File: src/rtl/microcode_sequencer.sv
`default_nettype none
// ============================================================================
// Module   : microcode_sequencer
// Brief    : Microprogram sequencer for the multicycle RV32I controller.
//            Owns the uPC, decodes the microword into strobes, and counts
//            retired instructions.
// Revision : 1.0 - initial release
// ============================================================================
module microcode_sequencer #(
    parameter int                 UPC_W    = 4,
    parameter int                 UWORD_W  = 17,
    parameter logic [UPC_W-1:0]   HALT_UPC = 4'hF,
    parameter int                 CNT_W    = 32
) (
    input  logic               clk,
    input  logic               rst_n,
    output logic [UPC_W-1:0]   uaddr,
    input  logic [UWORD_W-1:0] uword,
    input  logic [6:0]         opcode,
    input  logic               zero,
    input  logic               mem_ready,
    output logic               pc_write,
    output logic               reg_write,
    output logic               mem_write,
    output logic               ir_write,
    output logic               adr_src,
    output logic [1:0]         result_src,
    output logic [1:0]         alu_src_a,
    output logic [1:0]         alu_src_b,
    output logic [1:0]         alu_op,
    output logic               halted,
    output logic [CNT_W-1:0]   instret
);

    localparam logic [2:0] c_SEQ_NEXT   = 3'b000;
    localparam logic [2:0] c_SEQ_DECODE = 3'b001;
    localparam logic [2:0] c_SEQ_MEM    = 3'b010;
    localparam logic [2:0] c_SEQ_RETIRE = 3'b011;
    localparam logic [2:0] c_SEQ_WB     = 3'b100;

    localparam logic [6:0] c_OP_LOAD   = 7'b0000011;
    localparam logic [6:0] c_OP_STORE  = 7'b0100011;
    localparam logic [6:0] c_OP_RTYPE  = 7'b0110011;
    localparam logic [6:0] c_OP_ITYPE  = 7'b0010011;
    localparam logic [6:0] c_OP_JAL    = 7'b1101111;
    localparam logic [6:0] c_OP_BRANCH = 7'b1100011;

    localparam logic [UPC_W-1:0] c_UPC_FETCH    = UPC_W'(0);
    localparam logic [UPC_W-1:0] c_UPC_MEMADR   = UPC_W'(2);
    localparam logic [UPC_W-1:0] c_UPC_MEMREAD  = UPC_W'(3);
    localparam logic [UPC_W-1:0] c_UPC_MEMWRITE = UPC_W'(5);
    localparam logic [UPC_W-1:0] c_UPC_EXECR    = UPC_W'(6);
    localparam logic [UPC_W-1:0] c_UPC_ALUWB    = UPC_W'(7);
    localparam logic [UPC_W-1:0] c_UPC_EXECI    = UPC_W'(8);
    localparam logic [UPC_W-1:0] c_UPC_JAL      = UPC_W'(9);
    localparam logic [UPC_W-1:0] c_UPC_BEQ      = UPC_W'(10);

    logic [UPC_W-1:0] r_upc;
    logic             r_halted;
    logic [CNT_W-1:0] r_instret;

    logic [UPC_W-1:0] w_upc_inc;
    logic [UPC_W-1:0] w_upc_next;
    logic             w_go_halt;
    logic             w_retire;
    logic             w_mem_state;
    logic             w_stall;
    logic [2:0]       w_seq;

    assign w_seq       = uword[2:0];
    assign w_mem_state = uword[13] | uword[12] | uword[11];
    assign w_stall     = w_mem_state & ~mem_ready;
    assign w_upc_inc   = r_upc + 1'b1;

    always_comb begin
        w_upc_next = r_upc;
        w_go_halt  = 1'b0;
        w_retire   = 1'b0;
        case (w_seq)
            // Falling through into the park address is never legal microcode.
            c_SEQ_NEXT: begin
                if (w_upc_inc == HALT_UPC) w_go_halt  = 1'b1;
                else                       w_upc_next = w_upc_inc;
            end
            c_SEQ_DECODE: begin
                case (opcode)
                    c_OP_LOAD, c_OP_STORE: w_upc_next = c_UPC_MEMADR;
                    c_OP_RTYPE:            w_upc_next = c_UPC_EXECR;
                    c_OP_ITYPE:            w_upc_next = c_UPC_EXECI;
                    c_OP_JAL:              w_upc_next = c_UPC_JAL;
                    c_OP_BRANCH:           w_upc_next = c_UPC_BEQ;
                    default:               w_go_halt  = 1'b1;
                endcase
            end
            c_SEQ_MEM: begin
                case (opcode)
                    c_OP_LOAD:  w_upc_next = c_UPC_MEMREAD;
                    c_OP_STORE: w_upc_next = c_UPC_MEMWRITE;
                    default:    w_go_halt  = 1'b1;
                endcase
            end
            c_SEQ_RETIRE: begin
                w_upc_next = c_UPC_FETCH;
                w_retire   = 1'b1;
            end
            c_SEQ_WB: w_upc_next = c_UPC_ALUWB;
            default:  w_go_halt  = 1'b1;
        endcase
    end

    always_ff @(posedge clk or negedge rst_n) begin
        if (!rst_n) begin
            r_upc     <= c_UPC_FETCH;
            r_halted  <= 1'b0;
            r_instret <= '0;
        end else if (!r_halted && !w_stall) begin
            if (w_go_halt) begin
                r_upc    <= HALT_UPC;
                r_halted <= 1'b1;
            end else begin
                r_upc <= w_upc_next;
            end
            if (w_retire) r_instret <= r_instret + 1'b1;
        end
    end

    // Selects pass through during a stall; only the state-changing strobes are held off.
    always_comb begin
        pc_write   = 1'b0;
        reg_write  = 1'b0;
        mem_write  = 1'b0;
        ir_write   = 1'b0;
        adr_src    = 1'b0;
        result_src = 2'b00;
        alu_src_a  = 2'b00;
        alu_src_b  = 2'b00;
        alu_op     = 2'b00;
        if (!r_halted) begin
            adr_src    = uword[11];
            result_src = uword[10:9];
            alu_src_a  = uword[8:7];
            alu_src_b  = uword[6:5];
            alu_op     = uword[4:3];
            if (!w_stall) begin
                pc_write  = uword[15] | (uword[16] & zero);
                reg_write = uword[14];
                mem_write = uword[13];
                ir_write  = uword[12];
            end
        end
    end

    assign uaddr   = r_upc;
    assign halted  = r_halted;
    assign instret = r_instret;

endmodule
`default_nettype wire

File: config.mk
export PLATFORM = sky130hd
export DESIGN_NAME = microcode_sequencer
export DESIGN_NICKNAME = d
export VERILOG_FILES = /design/src/rtl/microcode_sequencer.sv
export SDC_FILE = /design/constraint.sdc
export NUM_CORES = 1
export LEC_CHECK = 0
export BUFFER_PORTS_ARGS = -buffer_cell sky130_fd_sc_hd__buf_2
export CORE_ASPECT_RATIO = 1.4
export CORE_MARGIN = 2
export CORE_UTILIZATION = 45
export DETAILED_ROUTE_END_ITERATION = 8
export GPL_TIMING_DRIVEN = 0
export PLACE_DENSITY = 0.85
export SYNTH_ARGS = -nofsm -noshare
export SYNTH_HDL_FRONTEND = slang
export SYNTH_SLANG_ARGS = --single-unit
File: constraint.sdc
create_clock -name clk -period 3.95 [get_ports clk]
set_clock_uncertainty 0.05 [all_clocks]
set_input_delay 0.79 -clock clk [delete_from_list [all_inputs] [get_ports clk]]
set_output_delay 0.79 -clock clk [all_outputs]
set_load 0.005 [all_outputs]
==> summary.md <==
| Metric | Value |
|---|---|
| Status | `complete, no violations` |
| HPWL after DPL | `around 3700 um` |
| RSZ-0062 raised after global routing | `false` |
| Worst-Skew Late Latency | `between 0.2 and 0.3 ns` |
| Avg Cell Area, Syn | `approximately 9.5 um2` |
| Synth Cell Area | `2090 um2` |
| Sequential Area | `roughly 930 um2` |
| Multi-input combinational cell area | `roughly 1100 um2` |
| Max_cap viols | `0` |
| Clk sink count | `37` |
| Vias | `1871` |
| Max-slew headroom | `47.6%` |
| Synth Net Count | `250` |
| Seq/Total Area, Yosys | `44.3%` |
| FP Rows | `29` |
| Largest net degree at the start of global routing | `38` |
| Antenna violations before repair | `0` |
| Hold Path Origin | `instret[31]$_DFFE_PN0P_` |
| Area Overhead vs Synth | `27.2%` |
| Worst Path Class, Setup | `in -> out` |
| FF-to-FF path depth | `6` |
| Setup bufs post-CTS | `0` |
| Final ANT Viol Nets | `0` |
| Final setup viols | `0` |
| Crit path time final | `2.56 ns` |
| Slew Viols, Final | `0` |
| Leakage power | `roughly 1.4 nW` |
| Placed instance area | `roughly 2500 um2` |
| Yosys warning count | `0` |
| Starting Density | `between 40% and 50%` |
| R2R Setup Slk | `~2.1 ns` |
| CTS Hold Bufs | `0` |
| IO Port Bufs | `75` |
| Hold path depth | `1` |
| Fin area | `2660 um2` |
| Internal Power | `~0.6 mW` |
| Core box area | `around 4500 um2` |
| Worst-Margin Slew | `between 0.7 and 0.8 ns` |
| Sw Share | `20.8%` |
| Number of CTS-inserted buffers | `5` |
| Routed WL per cell | `around 13 um` |
| Switching power | `around 0.16 mW` |
| Reg-to-reg startpoint | `uaddr[0]$_DFFE_PN0P_` |
| Required time worst endpoint | `a little over 3 ns` |
| Fin Setup TNS | `0 ns` |
| Worst r2r dst | `uaddr[0]$_DFFE_PN0P_` |
| Die Wd | `61.6 um` |
| ANT cells | `0` |
| # IOs | `78` |
| Critical-path maximum fanout | `5` |
| CP endpoint kind | `output pin` |
| Global-route usage over all layers | `between 10% and 20%` |
| Drt initial violations | `113` |
| Final Hold Fails | `0` |
| GPL Wtd Cong | `about 0.92` |
| DRC viols | `0` |
| Power per cell area | `between 200 and 300 nW/um2` |
| Commonest non-fill, non-tap cell in the layout | `buf_2` |
| Grt ovf | `0` |
| Most frequent cells in the layout | `78 x buf_2, 37 x dfrtp_1, 30 x nor2_1` |
| Clock transition at path regs | `~0.070 ns` |
| Synth unique cells | `42` |
| Post_cts resized | `0` |
| Sequential Power Share | `approximately half` |
| CTS root buf | `clkbuf_8` |
| Combinational share of power | `under 10%` |
| Vias/cell | `5.14` |
| CTS tree | `yes` |
| H-tree levels | `2` |
| TritonRoute pass-1 iters | `4` |
| Crit path arrival time | `about 1.7 ns` |
| Hold Crit Class | `reg -> reg` |
| Fraction of layout cells with a size suffix above 1 | `between 30% and 40%` |
| Final period util | `64.8%` |
| Clock buffer depth | `2` |
| Hold EP | `instret[31]$_DFFE_PN0P_` |
| Fmax | `approximately 390 MHz` |
| Vias in the first global route | `1837` |
| Die boundary height | `about 85 um` |
| Die footprint | `around 5200 um2` |
| Clock power share | `43.5%` |
| Synth Register Bits | `37` |
| Critical path startpoint category | `input port` |
| WL final | `roughly 4800 um` |
| Final layout net count | `332` |
| Syn Inst Count | `around 220` |
| First-pass GRT wire length | `between 7000 and 8000 um` |
| Peak VDD IR | `roughly 0.23 mV` |
| Fillers | `approximately 430` |
## per-layer routing
metal	up-vias	share of wire, %	track usage, %
met5	-	0	0
met2	53	52	33.9
met4	0	2.5	7.93
met1	890	41	22.7
li1	917	-	-
met3	11	4.9	3.70
## kinds of logic (layout without fill, tap and decap cells)
kind of cell / Yosys count / after routing / synth area share [%]
DFF: 37 / 37 / 44.3
xor gates and xnor gates: 35 / 35 / 14.7
adders and majority gates: 3 / 3 / 1.80
AOI/OAI and AO/OA: 20 / 20 / 6.52
buffers and inverters: 11 / 94 / 2.33
muxes: 2 / 2 / 1.02
and+or+nand+nor: 111 / 111 / 29.4
## critical path, stage by stage
cell,delay (ns)
buf_2,0.10
nor3_2,0.24
nor2_1,0.08
nor2_1,0.23
and2_1,0.17
buf_2,0.11
## sequential cells by signal (all words and copies together) (netlist names)
register,cells
instret,32
uaddr,4
halted,1
## power by group through the flow
stage	clock [mW]	combinational, mW	sequential, mW
after CTS	0.344	0.0535	0.382
after global placement	0	0.0519	0.390
after floorplan	0	0.0247	0.390
after detailed placement	0	0.0534	0.390
final	0.335	0.0529	0.382
after global routing	0.360	0.0597	0.382
## Yosys cell counts, drive strengths merged
cell type | number | area share (%)
a211oi | 1 | 0.36
a21oi | 4 | 0.96
a2bb2oi | 1 | 0.42
a311oi | 1 | 0.42
a31oi | 3 | 0.90
a32oi | 2 | 0.84
and2 | 2 | 0.60
and3 | 4 | 1.2
and4 | 1 | 0.42
and4b | 1 | 0.48
buf | 4 | 1.1
clkbuf | 1 | 0.18
dfrtp | 37 | 44
ha | 3 | 1.8
inv | 6 | 1.1
mux2 | 1 | 0.54
mux2i | 1 | 0.48
nand2 | 20 | 3.7
nand3 | 16 | 4.3
nand4 | 8 | 3.3
nand4b | 2 | 0.84
nor2 | 30 | 5.4
nor2b | 13 | 4.0
nor3 | 9 | 2.9
nor3b | 1 | 0.36
nor4 | 2 | 1.3
o2111a | 1 | 0.60
o21ai | 4 | 0.96
o21bai | 1 | 0.36
o22ai | 1 | 0.30
o32ai | 1 | 0.42
or2 | 1 | 0.30
or3 | 1 | 0.30
xnor2 | 16 | 6.7
xor2 | 19 | 8.0
## final cells by class
cell class | count | share of cell area, %
plain buffers | 5 | 0.988
clock buffers | 7 | 3.25
clock inverters | 1 | 1.13
inverters | 6 | 0.847
multi-input cells | 171 | 42.0
flip-flops and latches | 37 | 34.8
well taps | 62 | 2.92
repair buffers | 75 | 14.1
## worst max path at each step
| stage | from | end | slack (ns) |
|---|---|---|---|
| finish | uword[13] | reg_write | 1.39 |
| global route | uword[13] | reg_write | 1.30 |
| CTS | uword[13] | reg_write | 1.38 |
| detailed placement | uword[13] | reg_write | 1.38 |
| global placement | uword[13] | reg_write | 1.39 |
| floorplan | uword[13] | reg_write | 1.70 |
## metrics by stage
step	util [%]	std cells	hold slack [ns]	worst slack (ns)	total power [mW]
after floorplan	-	219	0.418	1.70	0.414
after global placement	56.5	356	0.429	1.39	0.442
after detailed placement	56.5	356	0.432	1.38	0.443
after CTS	59.1	364	0.443	1.38	0.780
after global routing	59.1	364	0.456	1.30	0.802
final	59.1	364	0.442	1.39	0.770
Note: power is estimated with default switching activity, not from simulation.
